--- src/rtl/edge_bbox_stats.sv ---
// edge_bbox_stats: per-frame edge pixel count and bounding box of a binary edge stream.
// The video stream is forwarded with a 1-clk delay.
// Optional build macro EDGE_BBOX_OVERLAY_EN draws the last reported box onto post_img_Bit.
module edge_bbox_stats #(
  parameter logic [10:0] IMG_HDISP = 11'd640,
  parameter logic [10:0] IMG_VDISP = 11'd480
) (
  input  logic        clk,
  input  logic        rst,
  input  logic        per_frame_vsync,
  input  logic        per_frame_href,
  input  logic        per_img_Bit,
  output logic        post_frame_vsync,
  output logic        post_frame_href,
  output logic        post_img_Bit,
  output logic        stat_valid,
  output logic        stat_found,
  output logic [10:0] stat_xmin,
  output logic [10:0] stat_xmax,
  output logic [10:0] stat_ymin,
  output logic [10:0] stat_ymax,
  output logic [20:0] stat_count
);

  localparam int unsigned CW   = 11;
  localparam int unsigned CNTW = 21;
  localparam logic [CNTW-1:0] CNT_MAX = {CNTW{1'b1}};

  typedef enum logic [1:0] {
    WAIT_FRAME = 2'd0,
    ACTIVE     = 2'd1,
    REPORT     = 2'd2
  } state_e;

  state_e          state_q, state_d;
  logic            vsync_prev_q, vsync_prev_d;
  logic            post_vsync_q, post_vsync_d;
  logic            post_href_q, post_href_d;
  logic            post_bit_q, post_bit_d;
  logic [CW-1:0]   hcnt_q, hcnt_d;
  logic [CW-1:0]   vcnt_q, vcnt_d;
  logic            acc_found_q, acc_found_d;
  logic [CW-1:0]   acc_xmin_q, acc_xmin_d;
  logic [CW-1:0]   acc_xmax_q, acc_xmax_d;
  logic [CW-1:0]   acc_ymin_q, acc_ymin_d;
  logic [CW-1:0]   acc_ymax_q, acc_ymax_d;
  logic [CNTW-1:0] acc_count_q, acc_count_d;
  logic            stat_valid_q, stat_valid_d;
  logic            stat_found_q, stat_found_d;
  logic [CW-1:0]   stat_xmin_q, stat_xmin_d;
  logic [CW-1:0]   stat_xmax_q, stat_xmax_d;
  logic [CW-1:0]   stat_ymin_q, stat_ymin_d;
  logic [CW-1:0]   stat_ymax_q, stat_ymax_d;
  logic [CNTW-1:0] stat_count_q, stat_count_d;

  logic frame_start, frame_end, href_fall, accept, edge_hit;

  assign frame_start = per_frame_vsync & ~vsync_prev_q;
  assign frame_end   = ~per_frame_vsync & vsync_prev_q;
  assign href_fall   = ~per_frame_href & post_href_q;
  assign accept      = (state_q == ACTIVE) & per_frame_vsync & per_frame_href;
  assign edge_hit    = accept & per_img_Bit & (hcnt_q < IMG_HDISP) & (vcnt_q < IMG_VDISP);

  // Video path: 1-clk delay, bit gated by href, optional box overlay
  always_comb begin
    vsync_prev_d = per_frame_vsync;
    post_vsync_d = per_frame_vsync;
    post_href_d  = per_frame_href;
`ifdef EDGE_BBOX_OVERLAY_EN
    post_bit_d   = (per_img_Bit & per_frame_href) |
                   (accept & stat_found_q &
                    (((hcnt_q >= stat_xmin_q) & (hcnt_q <= stat_xmax_q) &
                      ((vcnt_q == stat_ymin_q) | (vcnt_q == stat_ymax_q))) |
                     ((vcnt_q >= stat_ymin_q) & (vcnt_q <= stat_ymax_q) &
                      ((hcnt_q == stat_xmin_q) | (hcnt_q == stat_xmax_q)))));
`else
    post_bit_d   = per_img_Bit & per_frame_href;
`endif
  end

  // Frame FSM, pixel coordinate counters, accumulators and result latch
  always_comb begin
    state_d      = state_q;
    hcnt_d       = hcnt_q;
    vcnt_d       = vcnt_q;
    acc_found_d  = acc_found_q;
    acc_xmin_d   = acc_xmin_q;
    acc_xmax_d   = acc_xmax_q;
    acc_ymin_d   = acc_ymin_q;
    acc_ymax_d   = acc_ymax_q;
    acc_count_d  = acc_count_q;
    stat_valid_d = 1'b0;
    stat_found_d = stat_found_q;
    stat_xmin_d  = stat_xmin_q;
    stat_xmax_d  = stat_xmax_q;
    stat_ymin_d  = stat_ymin_q;
    stat_ymax_d  = stat_ymax_q;
    stat_count_d = stat_count_q;

    case (state_q)
      WAIT_FRAME: begin
        if (frame_start) begin
          state_d     = ACTIVE;
          hcnt_d      = '0;
          vcnt_d      = '0;
          acc_found_d = 1'b0;
          acc_xmin_d  = '0;
          acc_xmax_d  = '0;
          acc_ymin_d  = '0;
          acc_ymax_d  = '0;
          acc_count_d = '0;
        end
      end
      ACTIVE: begin
        if (accept && (hcnt_q != IMG_HDISP)) begin
          hcnt_d = hcnt_q + CW'(1);
        end
        if (href_fall) begin
          hcnt_d = '0;
          if (vcnt_q != IMG_VDISP) begin
            vcnt_d = vcnt_q + CW'(1);
          end
        end
        if (edge_hit) begin
          acc_found_d = 1'b1;
          if (!acc_found_q) begin
            acc_xmin_d = hcnt_q;
            acc_xmax_d = hcnt_q;
            acc_ymin_d = vcnt_q;
            acc_ymax_d = vcnt_q;
          end else begin
            if (hcnt_q < acc_xmin_q) acc_xmin_d = hcnt_q;
            if (hcnt_q > acc_xmax_q) acc_xmax_d = hcnt_q;
            if (vcnt_q < acc_ymin_q) acc_ymin_d = vcnt_q;
            if (vcnt_q > acc_ymax_q) acc_ymax_d = vcnt_q;
          end
          if (acc_count_q != CNT_MAX) begin
            acc_count_d = acc_count_q + CNTW'(1);
          end
        end
        if (frame_end) begin
          state_d = REPORT;
        end
      end
      REPORT: begin
        state_d      = WAIT_FRAME;
        stat_valid_d = 1'b1;
        stat_found_d = acc_found_q;
        stat_xmin_d  = acc_xmin_q;
        stat_xmax_d  = acc_xmax_q;
        stat_ymin_d  = acc_ymin_q;
        stat_ymax_d  = acc_ymax_q;
        stat_count_d = acc_count_q;
      end
      default: begin
        state_d = WAIT_FRAME;
      end
    endcase
  end

  // vsync history keeps sampling through reset so a frame already in progress
  // at reset release is not mistaken for a new frame start
  always_ff @(posedge clk) begin
    vsync_prev_q <= vsync_prev_d;
  end

  // State and output registers with synchronous reset
  always_ff @(posedge clk) begin
    if (rst) begin
      state_q      <= WAIT_FRAME;
      post_vsync_q <= 1'b0;
      post_href_q  <= 1'b0;
      post_bit_q   <= 1'b0;
      hcnt_q       <= '0;
      vcnt_q       <= '0;
      acc_found_q  <= 1'b0;
      acc_xmin_q   <= '0;
      acc_xmax_q   <= '0;
      acc_ymin_q   <= '0;
      acc_ymax_q   <= '0;
      acc_count_q  <= '0;
      stat_valid_q <= 1'b0;
      stat_found_q <= 1'b0;
      stat_xmin_q  <= '0;
      stat_xmax_q  <= '0;
      stat_ymin_q  <= '0;
      stat_ymax_q  <= '0;
      stat_count_q <= '0;
    end else begin
      state_q      <= state_d;
      post_vsync_q <= post_vsync_d;
      post_href_q  <= post_href_d;
      post_bit_q   <= post_bit_d;
      hcnt_q       <= hcnt_d;
      vcnt_q       <= vcnt_d;
      acc_found_q  <= acc_found_d;
      acc_xmin_q   <= acc_xmin_d;
      acc_xmax_q   <= acc_xmax_d;
      acc_ymin_q   <= acc_ymin_d;
      acc_ymax_q   <= acc_ymax_d;
      acc_count_q  <= acc_count_d;
      stat_valid_q <= stat_valid_d;
      stat_found_q <= stat_found_d;
      stat_xmin_q  <= stat_xmin_d;
      stat_xmax_q  <= stat_xmax_d;
      stat_ymin_q  <= stat_ymin_d;
      stat_ymax_q  <= stat_ymax_d;
      stat_count_q <= stat_count_d;
    end
  end

  assign post_frame_vsync = post_vsync_q;
  assign post_frame_href  = post_href_q;
  assign post_img_Bit     = post_bit_q;
  assign stat_valid       = stat_valid_q;
  assign stat_found       = stat_found_q;
  assign stat_xmin        = stat_xmin_q;
  assign stat_xmax        = stat_xmax_q;
  assign stat_ymin        = stat_ymin_q;
  assign stat_ymax        = stat_ymax_q;
  assign stat_count       = stat_count_q;

endmodule

--- config.mk ---
export PLATFORM = sky130hd
export DESIGN_NAME = edge_bbox_stats
export DESIGN_NICKNAME = d
export VERILOG_FILES = /design/src/rtl/edge_bbox_stats.sv
export SDC_FILE = /design/constraint.sdc
export NUM_CORES = 1
export LEC_CHECK = 0
export BUFFER_PORTS_ARGS = -buffer_cell sky130_fd_sc_hd__buf_2
export CORE_AREA = 2 2 111 113
export CTS_BUF_LIST = sky130_fd_sc_hd__clkbuf_4 sky130_fd_sc_hd__clkbuf_8
export CTS_CLUSTER_SIZE = 12
export DETAILED_ROUTE_END_ITERATION = 10
export DIE_AREA = 0 0 113 115
export PLACE_DENSITY = 0.91
export SLEW_MARGIN = 20
export SYNTH_ARGS = -nofsm -noshare
export SYNTH_HDL_FRONTEND = slang
export SYNTH_SLANG_ARGS = --single-unit
export TNS_END_PERCENT = 10
--- constraint.sdc ---
create_clock -name clk -period 4.3 [get_ports clk]
set_input_delay 0.43 -clock clk [delete_from_list [all_inputs] [get_ports clk]]
set_output_delay 0.43 -clock clk [all_outputs]
set_load 0.02 [all_outputs]
Yosys cells after proc, flatten, opt, wreduce, memory -nomap -nowiden
Cells that the tools add are included.
{ "op_classes": {"n_addsub": 3, "magnitude_cmp": 6, "n_eq_ne": 16, "muxes": 34, "bitwise": 12, "reduce_logical": 12} }
{ "op_table": {"columns": ["operator", "n"], "rows": [
  ["$mux 11", 17],
  ["$pmux 11 s2", 6],
  ["$mux 21", 3],
  ["$pmux 21 s2", 1],
  ["$reduce_and 4->1", 6],
  ["$add 11x1->11 const B", 2],
  ["$gt 11x11->1", 2],
  ["$lt 11x11->1", 2],
  ["$add 21x1->21 const B", 1],
  ["$ne 21x21->1 const B", 1],
  ["$ne 3x2->1 const B", 5],
  ["$lt 11x10->1 const B", 1],
  ["$lt 11x9->1 const B", 1],
  ["$ne 11x10->1 const B", 1],
  ["$ne 11x9->1 const B", 1],
  ["$and 1x1->1", 9],
  ["$ne 2x2->1 const B", 4],
  ["$reduce_and 3->1", 2],
  ["$mux 2", 2],
  ["$ne 2x1->1 const B", 2],
  ["$pmux 2 s2", 1],
  ["$mux 1", 3],
  ["$not 1->1", 3],
  ["$eq 2x1->1 const B", 1],
  ["6 further kinds", 6]
]} }
{ "word_totals": {"register_bits": 161, "in_bits": 5, "out_inout_bits": 70, "elab_cells": 103} }

Longest topological paths before layout
Gate-level depths: netlist of the first run.
{ "depth": {"depth_word": 8, "ltp_mapped": 10, "ltp_nobuf": 8} }

Worst setup path before layout of the first run
OpenSTA, ideal clock, no wires.
{ "synth_path": {"path_type": "reg-to-reg", "startpoint": "reg vcnt_q[9]", "endpoint": "reg acc_ymin_q[2]", "setup_ns": 0.117, "arrival_time_ns": 2.148, "required_time_ns": 4.183, "path_slack_ns": 2.035, "path_stages_with_launch": 8, "n_path_buf": 1, "synth_period_minus_slack_ns": 2.265, "path_cell_list": "dfxtp_1 or4b_4 or4_4 a32oi_2 o21ai_2 nor2b_4 buf_6 a22o_1"} }
{ "synth_between": {"elab_chain_cells": 4, "word_cells_on_any_way": 6, "classes_between": "order compare: 2; eq/ne: 2; bitwise: 1; reduce/logical: 1"} }
{ "synth_lines": {"columns": ["element", "line_no", "text"], "rows": [
  ["from (decl)", "41", "logic [CW-1:0] vcnt_q, vcnt_d;"],
  ["from (signal assigned)", "195", "vcnt_q <= vcnt_d;"],
  ["$lt 11x9->1", "62", "assign edge_hit = accept & per_img_Bit & (hcnt_q < IMG_HDISP) & (vcnt_q < IMG_VDISP);"],
  ["$and 1x1->1", "62", null],
  ["$ne 2x2->1 (no line)", null, null],
  ["$reduce_and 4->1 (no line) (*)", null, null],
  ["to (signal assigned)", "199", "acc_ymin_q <= acc_ymin_d;"],
  ["to (decl)", "45", "logic [CW-1:0] acc_ymin_q, acc_ymin_d;"]
]} }
Every way passes the cells marked *; elsewhere a longest branch is shown, timed or not.
A chain may end at the register's enable or synchronous reset.

Final worst setup path of the first run
{ "layout_path": {"startpoint": "reg state_q[0]", "endpoint": "reg acc_xmin_q[0]"} }
{ "layout_between": {"elab_chain_cells": 8, "word_cells_on_any_way": 13, "classes_between": "eq/ne: 4; mux: 1; bitwise: 5; reduce/logical: 3"} }
{ "layout_lines": {"columns": ["element", "line_no", "text"], "rows": [
  ["from (decl)", "35", "state_e state_q, state_d;"],
  ["from (signal assigned)", "190", "state_q <= state_d;"],
  ["$eq 2x1->1", "61, 100", null],
  ["$and 1x1->1 (2 in series)", "61", "assign accept = (state_q == ACTIVE) & per_frame_vsync & per_frame_href;"],
  ["$and 1x1->1 (3 in series)", "62", null],
  ["$ne 2x2->1 (no line)", null, null],
  ["$reduce_and 4->1 (no line)", null, null],
  ["to (signal assigned)", "197", "acc_xmin_q <= acc_xmin_d;"],
  ["to (decl)", "43", "logic [CW-1:0] acc_xmin_q, acc_xmin_d;"]
]} }
Several ways; a longest one is shown, not always the timed one.

==> results of run 1 <==
-- placed cells by master (no fill, tap or decap), drive strengths merged, types with 16 or more instances in the layout --
master  Yosys  routed
nand2     173     173
dfxtp     161     161
a21oi     109     109
buf         6      80
inv        49      50
nor2       49      49
o21ai      48      48
ha         47      47
nand3      33      33
clkbuf     45      21
o31ai      16      16
-- power by group --
| group | total (mW) | internal, mW | switching [mW] |
|---|---|---|---|
| Sequential | 1.50 | 1.49 | 0.00476 |
| Clock | 1.19 | 0.630 | 0.562 |
| Combinational | 0.102 | 0.0253 | 0.0768 |
| Total | 2.79 | 2.15 | 0.644 |
-- path summary, 6_finish.rpt --
path                                  start                    endpoint  slack, ns  cells past startpoint
setup / recovery    state_q[0]$_SDFFE_PP0P_  acc_xmin_q[0]$_SDFFE_PP0P_       1.33                      7
setup reg to reg    state_q[0]$_SDFFE_PP0P_  acc_xmin_q[0]$_SDFFE_PP0P_       1.33                      7
hold reg to reg   stat_xmax[1]$_SDFFE_PP0P_   stat_xmax[1]$_SDFFE_PP0P_       0.45                      2
hold / removal              per_frame_vsync        vsync_prev_q$_DFF_P_       0.15                      1
-- cells by family after synthesis --
family / after synthesis / synth area share (%)
AND/OR/NAND/NOR: 371 / 24.4
AO/OA/AOI/OAI: 221 / 17.6
buffers and inverters: 100 / 5.19
adder cells (fa/ha/maj): 48 / 8.01
flip-flops: 161 / 43.1
multiplexers: 2 / 0.268
XOR/XNOR: 12 / 1.41
-- worst max-delay path, stage by stage (launching register included) --
cell	delay, ns
dfxtp_1	0.54
nand2b_1	0.40
nor2_1	0.60
buf_4	0.32
nand2_1	0.13
o31ai_2	0.47
nor2_1	0.18
o21ai_0	0.24
-- layout make-up --
class	count	area, um^2	share of cell area (%)
multi-input combinational	654	3870	46.5
sequential	161	3220	38.8
timing repair buffer	80	418	5.03
clock buffer	21	283	3.40
inverter	49	184	2.21
tap	147	184	2.21
clock inverter	11	154	1.85
-- metrics by stage --
step / cell area, um^2 / setup slack [ns] / hold WS [ns] / utilization, %
6_report: 8310 / 1.33 / 0.148 / 70.4
5_1_grt: 8310 / 1.17 / 0.136 / 70.4
4_1_cts: 8310 / 1.42 / 0.123 / 70.4
3_5_place_dp: 7880 / 1.53 / 0.444 / 66.7
3_3_place_gp: 7880 / 1.69 / 0.439 / 66.7
2_1_floorplan: 7470 / 2.03 / 0.432 / -
-- per-layer routing --
metal  routed length (um)  track usage, %  part of all wire [%]  vias up
met5                    0               0                     0        -
met4                  381            11.1                   2.2        0
met3                 1260            6.54                   7.3       41
met2                 7800            43.5                    45      231
met1                 7780            35.7                    45     3044
li1                     -               -                     -     3276
==> impl_metrics.ini, run 1 <==
[timing]
fin_crit_ns = 2.97
clock_skew_ns = 0.0114
period_share_pct = 69.1
rsz0062_at_grt = no
slew_violations = 0
hold_viol = 0
tightestPinTransition_ns = 0.942
max_slew_margin_pct = 37.2
fmax_mhz = 336
setup_viol = 0
tns_ns = 0

[cts]
cts_root_buffer = clkbuf_8
cts_setup_buffers = 0
clkSlewWorstSetupHoldPaths_ns = 0.09
numCtsBuffers = 17
cts_resized = 0
cts.sinks = 161
clk-insertion-delay-late_ns = 0.47
htreeDepth = 4
ctsHoldBuffers = 0
cts_tree = done
clock_path_buffers = 2

[yosys]
synth_top_cell_by_area = dfxtp_1
yosys-top-cells-area = dfxtp_1, nand2_1, ha_1
syn-num-nets = 967
ys_ff_latch = 161
yosysMostFrequentCell = nand2_1
synth_area_um2 = 7470
async_flop_share_pct = 0
synth_flop_cell = dfxtp_1
ys_seq_area_share_pct = 43.1
postSynthCellCount = 915
synth-edff-count = 0
synth_top_cell_area_share_pct = 43.1
syn_avg_cell_area_um2 = 8.16
synth_common_cells = nand2_1, dfxtp_1, a21oi_1
yosysUniqueCellTypes = 58
yosysWarningCount = 0

[die]
coreArea_um2 = 11800
rows = 40
die_y_um = 115
start_util_pct = 63.2
die_area_um2 = 13000
io_pins = 75
fp.dieW_um = 113

[grt]
grt_usage_pct = 27.2
grt_pass1_wl_um = 28600
overflow = 0
grt_max_degree = 82
grt_antenna_before_repair = 0
first_global_vias = 6142

[pwr]
p_per_area_nw_per_um2 = 336
finalPower_mw = 2.79
p_leak_nw = 3.19
ir_drop_mv = 0.234

[cells_and_area]
areaGrowthSynthToFinish_pct = 11.3
drive_above_1_share_pct = 13.3
instances_no_fill = 1123
antenna-diode-count = 0
final_nets = 1015
nFillCells = 936

[critical_path]
criticalPathCategory = flip-flop to flip-flop
critPathLaunchType = flip-flop
cp.arrival_ns = 3.35
critPathCaptureType = flip-flop
critPathMaxFanout = 15
worstPathRequired_ns = 4.68

[placed_design]
gp_congestion = 0.902
dp_hpwl_um = 11400
port_buffers = 74
post-place-cells = 1091

[routing]
vias_per_cell = 5.87
vias = 6592
wire_per_inst_um = 15.3
drc = 4
first_pass_iters = 8
drtIter0Drc = 579
wl_um = 17200
ant_nets = 0

[run_status]
status = finished with violations
violations = DRC

[flow_run]
maxCapViolCount = 0

[hold_path]
hold_path.class = input port to flip-flop
No activity file was read; power rests on OpenSTA's default activity.
==> run 2: changes to the inputs <==
--- a/config.mk
+++ b/config.mk
@@ -6,12 +6,12 @@
 export NUM_CORES = 1
 export LEC_CHECK = 0
 export BUFFER_PORTS_ARGS = -buffer_cell sky130_fd_sc_hd__buf_2
-export CORE_AREA = 2 2 111 113
+export CORE_AREA = 2 2 114 116
 export CTS_BUF_LIST = sky130_fd_sc_hd__clkbuf_4 sky130_fd_sc_hd__clkbuf_8
 export CTS_CLUSTER_SIZE = 12
 export DETAILED_ROUTE_END_ITERATION = 10
-export DIE_AREA = 0 0 113 115
-export PLACE_DENSITY = 0.91
+export DIE_AREA = 0 0 116 118
+export PLACE_DENSITY = 0.87
 export SLEW_MARGIN = 20
 export SYNTH_ARGS = -nofsm -noshare
 export SYNTH_HDL_FRONTEND = slang
==> constraint.sdc (replaced) <==
create_clock -name clk -period 2.95 [get_ports clk]
set_input_delay 0.295 -clock clk [delete_from_list [all_inputs] [get_ports clk]]
set_output_delay 0.295 -clock clk [all_outputs]
set_load 0.02 [all_outputs]
==> impl_metrics.ini, run 2 (same netlist as run 1, synthesis figures left out) <==
[timing]
setup_viol = 0
rsz0062_at_grt = no
tightestPinTransition_ns = 0.996
fmax_mhz = 396
max_slew_margin_pct = 33.1
fin_crit_ns = 2.53
worst_slack_ns = 0.422
slew_violations = 0
whs_ns = 0.0557
clock_skew_ns = 0.00811
tns_ns = 0
hold_viol = 0
period_share_pct = 85.7

[cells_and_area]
drive_above_1_share_pct = 13.8
mostFrequentLayoutCell = nand2_1
antenna-diode-count = 0
nFillCells = 1053
fin_util_pct = 67.7
layout_common_cells = nand2_1, dfxtp_1, a21oi_1
instances_no_fill = 1154
areaGrowthSynthToFinish_pct = 12.5
final_nets = 1021

[cts]
cts_tree = done
cts.sinks = 161
cts_root_buffer = clkbuf_8
clk-insertion-delay-late_ns = 0.45
cts_setup_buffers = 0
ctsHoldBuffers = 0
htreeDepth = 4
numCtsBuffers = 17
clock_path_buffers = 2
clkSlewWorstSetupHoldPaths_ns = 0.08
cts_resized = 0

[hold_path]
min_path_cells = 1
hold_end = vsync_prev_q$_DFF_P_
holdCritStartpoint = per_frame_vsync
hold_path.class = input port to flip-flop

[routing]
wl_um = 17600
drc = 0
vias = 6679
ant_nets = 0
wire_per_inst_um = 15.2
vias_per_cell = 5.79
first_pass_iters = 5
drtIter0Drc = 481

[critical_path]
critPathCaptureType = flip-flop
timing.rr.end = acc_count_q[13]$_SDFFE_PP0P_
ff2ff_setup_slack_ns = 0.42
rr_startpoint = vcnt_q[9]$_SDFFE_PP0P_
critPathLaunchType = flip-flop
worstPathRequired_ns = 3.28
r2r_cells = 6
criticalPathCategory = flip-flop to flip-flop
critPathMaxFanout = 13
cp.arrival_ns = 2.86

[die]
fp.dieW_um = 116
coreArea_um2 = 12400
rows = 41
start_util_pct = 60.2
io_pins = 75
die_y_um = 118
die_area_um2 = 13700

[placed_design]
dp_hpwl_um = 12000
port_buffers = 74
post-place-cells = 1122
gp_congestion = 0.939
dp_slack_ns = 0.456

[grt]
grt_pass1_wl_um = 29400
first_global_vias = 6194
grt_max_degree = 69
grt_usage_pct = 26.4
grt_antenna_before_repair = 0
overflow = 0

[pwr]
p_leak_nw = 3.24
p_per_area_nw_per_um2 = 483
ir_drop_mv = 0.317

[flow_run]
maxCapViolCount = 0

[run_status]
status = finished, final reports clean
## run 2: changes by cell type in the layout (fill, tap and decap cells not counted), moves of 2 or more
cell,before,now
buf_12,0,2
buf_4,7,11
clkbuf_4,1,3
clkinv_2,0,2
clkinv_4,2,0
## run 2: final cells by class
cell class,count,area [um^2],area share (%)
Inverter,49,184,2.19
Multi-Input combinational cell,654,3870,46.0
Timing Repair Buffer,86,488,5.80
Clock buffer,23,298,3.54
Tap cell,172,215,2.56
Sequential cell,161,3220,38.3
Clock inverter,9,130,1.55
## run 2: worst max-delay path by stage
| stage | startpoint | endpoint | cells past startpoint |
|---|---|---|---|
| finish | vcnt_q[9]$_SDFFE_PP0P_ | acc_count_q[13]$_SDFFE_PP0P_ | 6 |
| global route | state_q[0]$_SDFFE_PP0P_ | acc_count_q[2]$_SDFFE_PP0P_ | 6 |
| CTS | state_q[0]$_SDFFE_PP0P_ | acc_count_q[13]$_SDFFE_PP0P_ | 6 |
| detailed placement | vcnt_q[9]$_SDFFE_PP0P_ | acc_count_q[13]$_SDFFE_PP0P_ | 6 |
| global placement | vcnt_q[9]$_SDFFE_PP0P_ | acc_count_q[2]$_SDFFE_PP0P_ | 6 |
| floorplan | vcnt_q[9]$_SDFFE_PP0P_ | acc_ymin_q[5]$_SDFFE_PP0P_ | 7 |
## run 2: through the flow
| stage | power, mW | instance area, um^2 |
|---|---|---|
| floorplan | 2.34 | 7470 |
| global placement | 2.38 | 7980 |
| detailed placement | 2.39 | 7980 |
| CTS | 4.08 | 8410 |
| global route | 4.20 | 8410 |
| finish | 4.06 | 8410 |
## run 2: where the power goes
part           switching (mW)  total [mW]  internal, mW
combinational           0.112       0.154        0.0417
sequential            0.00687        2.18          2.18
clock                   0.793        1.72         0.930
## run 2: layer usage
layer / track usage [%] / part of all wire [%]
met3: 5.82 / 5.6
met4: 8.78 / 2.0
met5: 0 / 0
met2: 41.8 / 46
met1: 35.7 / 46
## run 2: critical path: stages, from the launching register on
cell,delay (ns)
dfxtp_1,0.38
or4b_4,0.61
or4_4,0.54
nand2_1,0.18
nand2_1,0.31
o21ai_0,0.28
o41ai_1,0.10
==> run 3: changes to the inputs <==
--- a/config.mk
+++ b/config.mk
@@ -16,4 +16,4 @@
 export SYNTH_ARGS = -nofsm -noshare
 export SYNTH_HDL_FRONTEND = slang
 export SYNTH_SLANG_ARGS = --single-unit
-export TNS_END_PERCENT = 10
+export TNS_END_PERCENT = 100
==> constraint.sdc (replaced) <==
create_clock -name clk -period 2.8 [get_ports clk]
set_input_delay 0.28 -clock clk [delete_from_list [all_inputs] [get_ports clk]]
set_output_delay 0.28 -clock clk [all_outputs]
set_load 0.02 [all_outputs]
==> impl_metrics.ini, run 3 (same netlist as run 1, synthesis figures left out) <==
[run_status]
status = finished, final reports clean

[cells_and_area]
fin_util_pct = 67.9
layout_common_cells = nand2_1, dfxtp_1, a21oi_1
mostFrequentLayoutCell = nand2_1
antenna-diode-count = 0
regArea_um2 = 3220
drive_above_1_share_pct = 14.2
multi_input_area_um2 = 3870
areaGrowthSynthToFinish_pct = 12.8
final_nets = 1025
final_area_um2 = 8430
nFillCells = 1037

[placed_design]
dp_slack_ns = 0.316
placed_cell_area_um2 = 8010
gp_congestion = 0.932
dp_hpwl_um = 11700
port_buffers = 74

[grt]
first_global_vias = 6146
grt_usage_pct = 25.5
grt_pass1_wl_um = 28400
grt_max_degree = 68
grt_antenna_before_repair = 0
overflow = 0

[critical_path]
ff2ff_setup_slack_ns = 0.26
critPathCaptureType = flip-flop
critPathTopFamily = simple AND/OR/NAND/NOR gates
criticalPathCategory = flip-flop to flip-flop
cp.arrival_ns = 2.86
path_cells = or4b_4, or4_4, nand2_1, nand2_1, o21ai_0, a21oi_1
rr_startpoint = vcnt_q[9]$_SDFFE_PP0P_
timing.rr.end = acc_count_q[15]$_SDFFE_PP0P_
critPathLaunchType = flip-flop
worstSetupPathDepth = 6
crit_start = vcnt_q[9]$_SDFFE_PP0P_
cp_num_buf_inv = 0
critPathCapture = acc_count_q[15]$_SDFFE_PP0P_
slowest_stage = or4b_4
cpMostUsedCell = nand2_1
r2r_cells = 6
worstPathRequired_ns = 3.13
slowest_delay_ns = 0.61
critPathMaxFanout = 13

[timing]
clock_skew_ns = 0.0140
slew_violations = 0
period_share_pct = 90.6
hold_viol = 0
tns_ns = 0
fin_crit_ns = 2.54
fmax_mhz = 394
worst_slack_ns = 0.263
max_slew_margin_pct = 42.4
rsz0062_at_grt = no
setup_viol = 0
tightestPinTransition_ns = 0.856

[die]
fp.dieW_um = 116
coreArea_um2 = 12400
die_y_um = 118
io_pins = 75
rows = 41
die_area_um2 = 13700
start_util_pct = 60.2

[cts]
cts_root_buffer = clkbuf_8
cts_tree = done
cts.sinks = 161
cts_setup_buffers = 0
clkSlewWorstSetupHoldPaths_ns = 0.09
ctsHoldBuffers = 0
htreeDepth = 4
numCtsBuffers = 17
clk-insertion-delay-late_ns = 0.46
clock_path_buffers = 2
cts_resized = 0

[pwr]
finalPower_mw = 4.26
p_per_area_nw_per_um2 = 505
ir_drop_mv = 0.325
p_leak_nw = 3.25

[flow_run]
maxCapViolCount = 0

[routing]
drtIter0Drc = 396
first_pass_iters = 5
vias = 6655
ant_nets = 0
wl_um = 17000
drc = 0
wire_per_inst_um = 14.7
vias_per_cell = 5.75

[hold_path]
hold_path.class = input port to flip-flop
## run 3: cell count changes in the layout (fill, tap and decap cells not counted), sizes merged
cell and delta:
buf +4, clkbuf -2, inv +2, clkinv +1, clkinvlp -1
## run 3: worst min path at each step
stage                          startpoint                         to  slack (ns)  cells past startpoint
2_1_floorplan             per_frame_vsync       vsync_prev_q$_DFF_P_        0.31                      0
3_3_place_gp   acc_xmax_q[4]$_SDFFE_PP0P_  stat_xmax[4]$_SDFFE_PP0P_        0.44                      2
3_5_place_dp   acc_xmax_q[5]$_SDFFE_PP0P_  stat_xmax[5]$_SDFFE_PP0P_        0.44                      2
4_1_cts                   per_frame_vsync       vsync_prev_q$_DFF_P_       0.005                      1
5_1_grt                   per_frame_vsync       vsync_prev_q$_DFF_P_        0.02                      1
6_report                  per_frame_vsync       vsync_prev_q$_DFF_P_        0.04                      1
## run 3: cell type report
| class | count | share of cell area (%) |
|---|---|---|
| timing repair buffer | 90 | 6.15 |
| sequential | 161 | 38.2 |
| clock inverter | 11 | 1.86 |
| clock buffer | 21 | 3.13 |
| inverter | 49 | 2.18 |
| tap | 172 | 2.55 |
| multi-input combinational | 654 | 45.9 |
## run 3: where the power goes
group / switching, mW / internal, mW
Sequential: 0.00669 / 2.29
Combinational: 0.121 / 0.0448
Clock: 0.864 / 0.930
Total: 0.991 / 3.27
## run 3: stage by stage
step	std cells	hold WS (ns)
2_1_floorplan	915	0.308
3_3_place_gp	1126	0.437
3_5_place_dp	1126	0.444
4_1_cts	1158	0.00540
5_1_grt	1158	0.0171
6_report	1158	0.0372
## run 3: routing by layer
layer	share of wire, %	global-route usage [%]
met1	46	34.0
met2	45	39.3
met3	5.9	6.59
met4	2.5	9.82
met5	0	0
